## config.mk

```make
export PLATFORM = sky130hd
export DESIGN_NAME = nzcv_rename_unit
export DESIGN_NICKNAME = d
export VERILOG_FILES = /design/src/rtl/nzcv_rename_unit.sv
export SDC_FILE = /design/constraint.sdc
export NUM_CORES = 1
export LEC_CHECK = 0
export BUFFER_PORTS_ARGS = -buffer_cell sky130_fd_sc_hd__buf_2
export CAP_MARGIN = 20
export CORE_ASPECT_RATIO = 0.75
export CORE_MARGIN = 2
export CORE_UTILIZATION = 35
export CTS_BUF_LIST = sky130_fd_sc_hd__clkbuf_2
export DETAILED_ROUTE_END_ITERATION = 12
export PLACE_DENSITY = 0.6
export SYNTH_ARGS = -nofsm -noshare
export SYNTH_HDL_FRONTEND = slang
export SYNTH_SLANG_ARGS = --single-unit
```

## constraint.sdc

```tcl
create_clock -name in_clk -period 4.54 [get_ports in_clk]
set_input_delay 1.135 -clock in_clk [delete_from_list [all_inputs] [get_ports in_clk]]
set_output_delay 1.135 -clock in_clk [all_outputs]
set_load 0.01 [all_outputs]
```

## src/rtl/nzcv_rename_unit.sv

```systemverilog
// NZCV flag rename unit: architectural flags, youngest-setter rename,
// CDB capture with bypass, commit retirement and flush recovery.
module nzcv_rename_unit #(
    parameter int TAG_WIDTH    = 4,
    parameter int MAX_INFLIGHT = 8
) (
    input  logic                 in_clk,
    input  logic                 in_rst,
    input  logic                 in_disp_valid,
    input  logic                 in_disp_sets_flags,
    input  logic [TAG_WIDTH-1:0] in_disp_tag,
    output logic                 out_nzcv_ready,
    output logic [3:0]           out_nzcv,
    output logic [TAG_WIDTH-1:0] out_nzcv_tag,
    output logic                 out_disp_stall,
    input  logic                 in_cdb_valid,
    input  logic                 in_cdb_sets_flags,
    input  logic [TAG_WIDTH-1:0] in_cdb_tag,
    input  logic [3:0]           in_cdb_nzcv,
    input  logic                 in_commit_valid,
    input  logic                 in_commit_sets_flags,
    input  logic [TAG_WIDTH-1:0] in_commit_tag,
    input  logic [3:0]           in_commit_nzcv,
    input  logic                 in_flush,
    output logic [3:0]           out_arch_nzcv
);

    localparam int CW = $clog2(MAX_INFLIGHT + 1);

    typedef enum logic [1:0] {
        CLEAN,
        PENDING,
        RESOLVED
    } state_t;

    state_t               state_q, state_d;
    logic [3:0]           arch_q, arch_d;
    logic [3:0]           spec_q, spec_d;
    logic [TAG_WIDTH-1:0] pend_q, pend_d;
    logic [CW-1:0]        count_q, count_d;

    logic disp_set;
    logic cdb_hit;
    logic commit_set;
    logic cnt_inc;
    logic cnt_dec;

    assign out_disp_stall = (count_q == CW'(MAX_INFLIGHT));
    assign disp_set   = in_disp_valid & in_disp_sets_flags
                      & ~out_disp_stall;
    assign cdb_hit    = (state_q == PENDING) & in_cdb_valid
                      & in_cdb_sets_flags & (in_cdb_tag == pend_q);
    assign commit_set = in_commit_valid & in_commit_sets_flags;
    assign cnt_inc    = disp_set;
    assign cnt_dec    = commit_set & (count_q != '0);
    assign out_arch_nzcv = arch_q;

    always_ff @(posedge in_clk) begin
        if (in_rst) begin
            state_q <= CLEAN;
            arch_q  <= '0;
            spec_q  <= '0;
            pend_q  <= '0;
            count_q <= '0;
        end else begin
            state_q <= state_d;
            arch_q  <= arch_d;
            spec_q  <= spec_d;
            pend_q  <= pend_d;
            count_q <= count_d;
        end
    end

    // Read path sees registered state; only the CDB bypass is same-cycle.
    always_comb begin
        out_nzcv_ready = 1'b1;
        out_nzcv       = arch_q;
        out_nzcv_tag   = pend_q;
        case (state_q)
            RESOLVED: out_nzcv = spec_q;
            PENDING: begin
                if (cdb_hit) begin
                    out_nzcv = in_cdb_nzcv;
                end else begin
                    out_nzcv_ready = 1'b0;
                    out_nzcv       = spec_q;
                end
            end
            default: out_nzcv = arch_q;
        endcase
    end

    always_comb begin
        state_d = state_q;
        arch_d  = commit_set ? in_commit_nzcv : arch_q;
        spec_d  = spec_q;
        pend_d  = pend_q;
        count_d = count_q;
        if (in_flush) begin
            state_d = CLEAN;
            count_d = '0;
            spec_d  = arch_d;
        end else begin
            if (disp_set) begin
                state_d = PENDING;
                pend_d  = in_disp_tag;
            end else if (cdb_hit) begin
                state_d = RESOLVED;
                spec_d  = in_cdb_nzcv;
            end
            // Only the youngest setter retiring leaves no rename behind.
            if (commit_set && state_q != CLEAN && !disp_set
                && in_commit_tag == pend_q) begin
                state_d = CLEAN;
            end
            if (cnt_inc && !cnt_dec) begin
                count_d = count_q + CW'(1);
            end else if (cnt_dec && !cnt_inc) begin
                count_d = count_q - CW'(1);
            end
        end
    end

endmodule

```

**Yosys cells after proc, flatten, opt, wreduce, memory -nomap -nowiden**

Index checks and enable logic that the tools add are counted.

- Flip-flop bits (word level): 18
- Bits of input ports: 29
- Output and inout port bits: 14
- Word-level logic and storage cells: 49

- Add/sub/neg operators: 2
- Eq/ne operators: 6
- Muxes and demuxes: 11
- Bitwise gates (word level): 9
- Reductions and logical operators: 15

Operators with widths:

| operator | count |
|---|---|
| $mux W4 | 6 |
| $eq A4 B4 Y1 | 2 |
| $pmux W4 S2 | 1 |
| $and A1 B1 Y1 | 7 |
| $reduce_bool A2 Y1 | 3 |
| $logic_and A1 B1 Y1 | 5 |
| $add A4 B1 Y4 const B | 1 |
| $eq A4 B4 Y1 const B | 1 |
| $mux W1 | 4 |
| $reduce_bool A4 Y1 | 1 |
| $reduce_or A4 Y1 | 1 |
| $sub A4 B1 Y4 const B | 1 |
| $reduce_or A3 Y1 | 1 |
| $eq A2 B1 Y1 const B | 1 |
| $eq A2 B2 Y1 const B | 1 |
| $logic_not A1 Y1 | 2 |
| $ne A2 B2 Y1 const B | 1 |
| $not A1 Y1 | 2 |
| $reduce_and A2 Y1 | 1 |
| $reduce_or A2 Y1 | 1 |

**Logic depth before layout (Yosys ltp)**

Gate-level depths: netlist of run 1.

- Depth in word-level cells: 7
- Depth in mapped cells: 10
- Gate-level depth less buffers: 10

**Least setup slack after synthesis of run 1**

Ideal clock, no wire load.

- Path type: input -> output
- Start: input in_cdb_tag[0]
- End: output out_nzcv[0]
- Arrival: 1.962 ns
- Required time: 3.405 ns
- Setup slack: 1.443 ns
- Cell stages on the path: 5
- Buffers on the path: 1
- Cells stage by stage: xnor2_1 -> and4_1 -> clkbuf_1 -> nand4_1 -> nand3_1

- Cells in the longest elaborated chain, start to end: 4

RTL lines:

| item | line | text |
|---|---|---|
| from (decl) | 18 | `input logic [TAG_WIDTH-1:0] in_cdb_tag,` |
| $eq A4 B4 Y1 | 52 | `& in_cdb_sets_flags & (in_cdb_tag == pend_q);` |
| $and A1 B1 Y1 | 52 |  |
| $mux W4 | n/a |  |
| $pmux W4 S2 | 79 | `case (state_q)` |
| to (decl) | 13 | `output logic [3:0] out_nzcv,` |

Every way passes these cells.

**Final worst setup path of run 1**

- Start: input in_cdb_tag[0]
- End: output out_nzcv[2]

Same word-level chain as after synthesis.

==> metrics.txt, run 1 <==
Vert. Die Dim=about 56 um; H-tree levels=1; Placeable Area=about 3600 um^2; RSZ-0062 raised after global routing=false; Syn Std Cell Area=1280 um^2; Post-DRT Antenna Nets=0; crit end category=output port; clock share of power=0.206; Final WS setup=1170 ps; number of global-route vias before repair=1296; Hold Vio Cnt, Final=0; skew final=roughly 7.8 ps; worst-path fanout max=9; fill count=360; Reg2Reg Depth=10; Rows=19; clock root buffer=clkbuf_2; largest net degree at the start of global routing=16; fin. max-slew vios=0; Reg2Reg Setup Slack=between 1500 and 2000 ps; Bufs on Longest Clock Path=2; total track usage=0.185; DRT Pass-1 Iters=4; Final min period=between 3000 and 4000 ps; ANT cells=0; first-pass GRT wire length=about 5900 um; Comb pwr share=0.271; met1 usage=0.248; mean area per synthesized cell=8.34 um^2; Synth Register Bits=18; Worst Setup Start Kind=input pin; Sink Count=18; global route overflow=0; fin util=0.433; Yosys cell types=37; die area=roughly 4200 um^2; GPL Wtd Cong=~0.9; worst rel slew slack=0.710; Worst Hold Class=flop to flop; final WL=approximately 3500 um; setup_tns=0 ps; Clk pin slew, worst setup/hold paths=around 170 ps; Net Sw Power=about 110 uW; total power=approximately 330 uW; DR vias/cell=between 5 and 6; Post-CTS Hold Fix Bufs=0; max frequency=a little under 300 MHz; setup bufs post-CTS=0; Worst-Margin Slew=between 400 and 500 ps; sequential power share=0.523; asr flop ratio synth=0; Die W=between 70 and 80 um; met2 Usage GRT=0.279; Setup Crit Path Kind=input pin to output port; sw frac=0.321; met3 global-route usage=0.0575; total number of vias=1277; GRT Max-Usage Layer=met2; DR iter-0 viols=84; CTS Buf Count=3; share of cells above drive strength 1=0.290; post-cts gate resize count=0; per-cell routed wire length=around 14 um; status=complete, no violations; CTS tree=yes; CP arrival=roughly 2200 ps; Setup violations, final=0; synth warn=0; VDD IR max=0.139 mV; Post-synth EDFFs=0; DPL Wire Length=about 2800 um; PortBufs=42; Layout Nets=roughly 230; antenna violations before repair=0; Place WS=roughly 1200 ps; Worst-Skew Late Latency=just over 300 ps; synthesized instance count=between 150 and 200; Worst Hold Path Cells=2; Leak=0.000644 uW; # IOs=43; DRC=0; Int Power=around 220 uW; area grow syn2layout=20.8%; PwrDens=213 nW/um^2; WP data required=3400 ps; Synth Flop Type=dfxtp_1; register area share after synthesis=0.280; syn nets=between 150 and 200; final worst path period share=0.743; max-cap viol count=0; Starting Density=0.358
critical path, stage by stage:
cell and delay (ps):
buf_2 100, xnor2_1 160, and4_1 420, nand4_1 160
nand3_1 120, buf_2 130
state kept, by name, summed over array words and instances (netlist names):
signal	flops
count_q	4
out_arch_nzcv	4
out_nzcv_tag	4
spec_q	4
state_q	2
per-layer routing:
metal | wire, um | up-vias
li1 | - | 643
met1 | 1700 | 574
met2 | 1460 | 56
met3 | 318 | 4
met4 | 47 | 0
met5 | 0 | -
cell type report:
| cell class | instances | area [um^2] | area share |
|---|---|---|---|
| clock buffer | 3 | 15.0 | 0.00967 |
| timing repair buffer | 42 | 210 | 0.135 |
| tap | 52 | 65.1 | 0.0419 |
| multi-input combinational | 125 | 878 | 0.566 |
| sequential | 18 | 360 | 0.232 |
| inverter | 5 | 23.8 | 0.0153 |
synth_stat cells, drive strengths merged (3+ instances only):
cell type	count	area share
o211ai	7	0.041
xnor2	9	0.061
a21o	4	0.023
clkbuf	6	0.018
a21oi	5	0.022
nand4b	3	0.020
nand2	17	0.050
o21a	4	0.023
nand3	8	0.031
inv	4	0.012
mux2i	7	0.055
o21ai	8	0.031
a21boi	3	0.018
nand4	9	0.044
o21ba	3	0.023
nor2	13	0.040
and3	4	0.019
dfxtp	18	0.28
ha	6	0.058
logic make-up after synthesis:
kind of cell    share of synthesized area
simple gates                        0.262
xor+xnor                           0.0682
mux                                0.0633
compound gates                      0.216
buf+inv                            0.0360
fa+ha+maj                          0.0740
flops                               0.280
power by group through the flow:
| stage | clock network [uW] | registers [uW] | logic (uW) |
|---|---|---|---|
| after global placement | 0 | 176 | 86.8 |
| after global routing | 79.8 | 174 | 99.8 |
| final | 68.2 | 173 | 89.7 |
| after CTS | 71.7 | 173 | 89.8 |
| after detailed placement | 0 | 176 | 89.3 |
| after floorplan | 0 | 176 | 56.1 |
per-stage QoR:
stage	cells	hold WS, ps	instance area, um^2
detailed placement	242	497	1540
global placement	242	477	1540
global route	245	545	1550
finish	245	517	1550
CTS	245	519	1550
floorplan	154	452	1280
placed cells by master, fill, tap and decap left out, types with 6 or more instances in the layout:
cell,Yosys,final
xnor2_1,9,9
nor2_1,12,12
o211ai_1,7,7
buf_2,0,42
mux2i_1,7,7
nand4_1,9,9
dfxtp_1,18,18
ha_1,6,6
nand3_1,8,8
o21ai_0,8,8
nand2_1,17,17
final timing paths:
path / start / endpoint
hold reg to reg: state_q[0]$_SDFFE_PP0P_ / state_q[0]$_SDFFE_PP0P_
setup reg to reg: count_q[0]$_SDFFE_PP0P_ / count_q[3]$_SDFFE_PP0P_
setup / recovery: in_cdb_tag[0] / out_nzcv[2]
hold / removal: state_q[0]$_SDFFE_PP0P_ / state_q[0]$_SDFFE_PP0P_
Power figures use the tool's default switching activity.
==> run 2: changes to the inputs <==
PLACE_DENSITY = 0.62   (was 0.6)
clock period = 3 ns   (was 4.54 ns; I/O delays follow)
==> metrics.txt, run 2 (synthesis results as in run 1) <==
status=complete, no violations; Bufs on Longest Clock Path=2; die area=about 4200 um^2; reg2reg start=count_q[0]$_SDFFE_PP0P_; most common cell after layout, fill and taps aside=buf_2; area grow syn2layout=21.1%; first-pass GRT wire length=5630 um; setup_tns=0 ps; Post-CTS Hold Fix Bufs=0; Worst path top cell family by delay=simple AND/OR/NAND/NOR gates; RR Endpoint=count_q[3]$_SDFFE_PP0P_; PortBufs=42; Reg2Reg Setup Slack=400 ps; most frequent cells in the layout=buf_2, dfxtp_1, nand2_1; skew final=5.18 ps; Setup violations, final=0; Worst Hold Class=flop to flop; DPL Wire Length=2560 um; Rows=19; antenna violations before repair=0; WP data required=around 2300 ps; Starting Density=0.358; clock root buffer=clkbuf_2; crit end category=output port; fin. max-slew vios=0; Reg2Reg Depth=10; CP arrival=1970 ps; GPL Wtd Cong=0.799; Worst Hold Path Cells=2; VDD IR max=about 0.21 mV; Vert. Die Dim=56.5 um; PwrDens=between 300 and 400 nW/um^2; Final min period=roughly 2700 ps; Worst Path Buf+Inv=2; min-delay src=count_q[3]$_SDFFE_PP0P_; RSZ-0062 raised after global routing=false; H-tree levels=1; Placeable Area=about 3600 um^2; critical path cell sequence=inv_1 > ha_1 > and4_1 > nand2_1 > nand2_1 > buf_2; post-cts gate resize count=0; final worst path period share=0.906; slowest CP cell=and4_1; DR vias/cell=around 5.0; max frequency=roughly 370 MHz; Sink Count=18; global route overflow=0; Leak=about 0.00065 uW; worst-path fanout max=9; total number of vias=~1200; CTS Buf Count=3; Layout Nets=approximately 230; crit-path most repeated cell=nand2_1; largest net degree at the start of global routing=16; per-cell routed wire length=13.4 um; CTS tree=yes; worst rel slew slack=0.710; Worst-Margin Slew=between 400 and 500 ps; # IOs=43; max-cap viol count=0; number of global-route vias before repair=around 1200; DRC=0; hold-critical path endpoint=count_q[3]$_SDFFE_PP0P_; setup bufs post-CTS=0; Hold Vio Cnt, Final=0; Largest stage delay, worst path=roughly 470 ps; final WL=3300 um; total track usage=0.173; Setup Crit Path Kind=flop to output port; Worst Setup Start Kind=flop; DRT Pass-1 Iters=4; share of cells above drive strength 1=0.289; hold_ws=508 ps; DR iter-0 viols=roughly 120; Die W=approximately 74 um; Worst-Skew Late Latency=slightly above 300 ps; Post-DRT Antenna Nets=0; ANT cells=0; Clk pin slew, worst setup/hold paths=between 150 and 200 ps
==> run 2: cell types whose count changed in the layout (fill, tap and decap cells not counted) <==
cell      delta
clkinv_1     +1
==> run 2: worst max path at each step <==
stage | start | end | slack (ps) | depth (start not counted)
after floorplan | count_q[0]$_SDFFE_PP0P_ | count_q[3]$_SDFFE_PP0P_ | 580 | 10
after global placement | in_disp_valid | count_q[3]$_SDFFE_PP0P_ | 400 | 10
after detailed placement | in_disp_valid | count_q[3]$_SDFFE_PP0P_ | 400 | 10
after CTS | state_q[1]$_SDFFE_PP0N_ | out_nzcv[0] | 340 | 6
after global routing | state_q[1]$_SDFFE_PP0N_ | out_nzcv[3] | 80 | 6
final | state_q[1]$_SDFFE_PP0N_ | out_nzcv_ready | 280 | 6
==> run 2: worst min-delay path, delay by kind of cell, from the launching register on <==
family | cells | cell delay, ps
mux | 1 | 60
flops | 1 | 370
simple gates | 1 | 60
==> run 2: per-stage QoR <==
stage	cell area (um^2)	total power (uW)	worst slack (ps)	utilization	cells
final	1560	505	282	0.434	246
after global routing	1560	536	76.2	0.434	246
after CTS	1560	506	340	0.434	246
after detailed placement	1540	400	397	0.428	242
after global placement	1540	400	402	0.428	242
after floorplan	1280	351	576	-	154
==> run 2: cell type report <==
cell class / instances / area (um^2)
timing repair buffer: 42 / 210
sequential: 18 / 360
clock buffer: 3 / 15.0
multi-input combinational: 125 / 878
fill: 361 / 2030
inverter: 5 / 23.8
tap: 52 / 65.1
clock inverter: 1 / 3.75
==> run 2: metal layers <==
| metal | up-vias | wire [um] | track usage |
|---|---|---|---|
| met5 | - | 0 | 0 |
| met4 | 0 | 17 | 0.0338 |
| met3 | 2 | 240 | 0.0485 |
| met2 | 46 | 1280 | 0.244 |
| met1 | 530 | 1760 | 0.260 |
| li1 | 640 | - | - |
==> run 2: power breakdown <==
group / leakage [uW] / total, uW / internal [uW] / switching [uW]
Combinational: 0.000485 / 133 / 62.9 / 70.2
Clock: 0.0000140 / 110 / 29.0 / 81.2
Sequential: 0.000147 / 262 / 250 / 12.2
Total: 0.000645 / 505 / 342 / 164
==> run 3: changes to the inputs <==
CELL_PAD_IN_SITES_DETAIL_PLACEMENT = 0   (was not set)
CELL_PAD_IN_SITES_GLOBAL_PLACEMENT = 2   (was not set)
CORE_UTILIZATION = 26   (was 35)
PLACE_DENSITY = 0.78   (was 0.62)
==> metrics.txt, run 3 (synthesis results as in run 1) <==
status=complete, no violations; sequential power share=0.512; Sink Count=18; end of the critical path=out_nzcv[1]; Critical Path Source=state_q[1]$_SDFFE_PP0N_; reg2reg start=count_q[0]$_SDFFE_PP0P_; Reg2Reg Setup Slack=400 ps; total number of vias=1235; DR vias/cell=roughly 4.8; PortBufs=42; max frequency=~370 MHz; fin. max-slew vios=0; Clk pin slew, worst setup/hold paths=180 ps; Net Sw Power=169 uW; skew final=between 20 and 25 ps; Worst Hold Class=flop to flop; VDD IR max=about 0.13 mV; most common cell after layout, fill and taps aside=buf_2; Layout Nets=around 230; total track usage=0.132; clock root buffer=clkbuf_2; global route overflow=0; number of global-route vias before repair=between 1000 and 1500; die area=approximately 5500 um^2; DRC=0; WP data required=~2300 ps; min-delay src=count_q[3]$_SDFFE_PP0P_; final WL=between 3000 and 4000 um; Worst-Margin Slew=between 400 and 500 ps; Leak=roughly 0.00065 uW; Place WS=379 ps; DPL Wire Length=around 2800 um; Reg2Reg Depth=10; sw frac=0.331; hold_ws=512 ps; setup bufs post-CTS=0; GPL Wtd Cong=approximately 0.78; share of cells above drive strength 1=0.292; most frequent cells in the layout=buf_2, dfxtp_1, nand2_1; Bufs on Longest Clock Path=2; Vert. Die Dim=roughly 65 um; post-cts gate resize count=0; setup_tns=0 ps; crit end category=output port; DRT Pass-1 Iters=4; per-cell routed wire length=roughly 14 um; DR iter-0 viols=66; Post-DRT Antenna Nets=0; Worst-Skew Late Latency=330 ps; antenna violations before repair=0; Rows=22; area grow syn2layout=22.5%; placed cell count=~250; first-pass GRT wire length=around 6000 um; final worst path period share=0.894; CTS Buf Count=3; Comb pwr share=0.264; Final min period=approximately 2700 ps; ANT cells=0; Worst Setup Start Kind=flop; PwrDens=325 nW/um^2; CTS tree=yes; Hold Vio Cnt, Final=0; Die W=85.2 um; RR Endpoint=count_q[3]$_SDFFE_PP0P_; Starting Density=0.267; H-tree levels=1; max-cap viol count=0; CP arrival=a little under 2000 ps; largest net degree at the start of global routing=16; Setup violations, final=0; worst-path fanout max=7; Post-CTS Hold Fix Bufs=0; Placeable Area=roughly 4800 um^2; Final WS setup=between 300 and 400 ps; Setup Crit Path Kind=flop to output port; clock share of power=0.224; Int Power=343 uW; worst rel slew slack=0.692; # IOs=43; Final Non-Filler Cells=255; RSZ-0062 raised after global routing=false
## run 3: cell count changes in the layout (fill, tap and decap cells not counted)
cell	delta
buf_4	+1
## run 3: final cells by class
| type | instances | area [um^2] |
|---|---|---|
| clock buffer | 3 | 15.0 |
| sequential | 18 | 360 |
| fill | 523 | 3240 |
| clock inverter | 1 | 3.75 |
| timing repair buffer | 43 | 218 |
| inverter | 5 | 23.8 |
| multi-input combinational | 125 | 878 |
| tap | 60 | 75.1 |
## run 3: how the worst min path moves through the flow
stage                                    to  cells after the start
finish              count_q[3]$_SDFFE_PP0P_                      2
global route        count_q[3]$_SDFFE_PP0P_                      2
CTS                 count_q[3]$_SDFFE_PP0P_                      2
detailed placement  count_q[3]$_SDFFE_PP0P_                      2
global placement    count_q[3]$_SDFFE_PP0P_                      2
floorplan           count_q[3]$_SDFFE_PP0P_                      2
## run 3: power groups by stage
stage	Sequential [uW]	Combinational, uW	Clock (uW)
finish	262	135	115
global route	265	151	128
CTS	263	136	121
detailed placement	267	136	0
global placement	268	136	0
floorplan	266	84.8	0
## run 3: metrics by stage
stage | util | cell area [um^2] | total power (uW)
3_5_place_dp | 0.323 | 1560 | 403
2_1_floorplan | - | 1280 | 351
4_1_cts | 0.327 | 1570 | 520
6_report | 0.327 | 1570 | 512
5_1_grt | 0.327 | 1570 | 544
3_3_place_gp | 0.323 | 1560 | 404
## run 3: routing by layer
| layer | routed length (um) | vias to the layer above | track usage |
|---|---|---|---|
| li1 | - | 644 | - |
| met1 | 1900 | 546 | 0.200 |
| met2 | 1340 | 43 | 0.191 |
| met3 | 237 | 2 | 0.0369 |
| met4 | 11 | 0 | 0.0119 |
| met5 | 0 | - | 0 |
## run 3: worst max-delay path, cell delays in order, from the launching register on
cell and delay (ps):
dfxtp_1 350, inv_1 100, ha_1 320, nand4_1 340, o211ai_1 290, nand3_1 80
buf_2 140
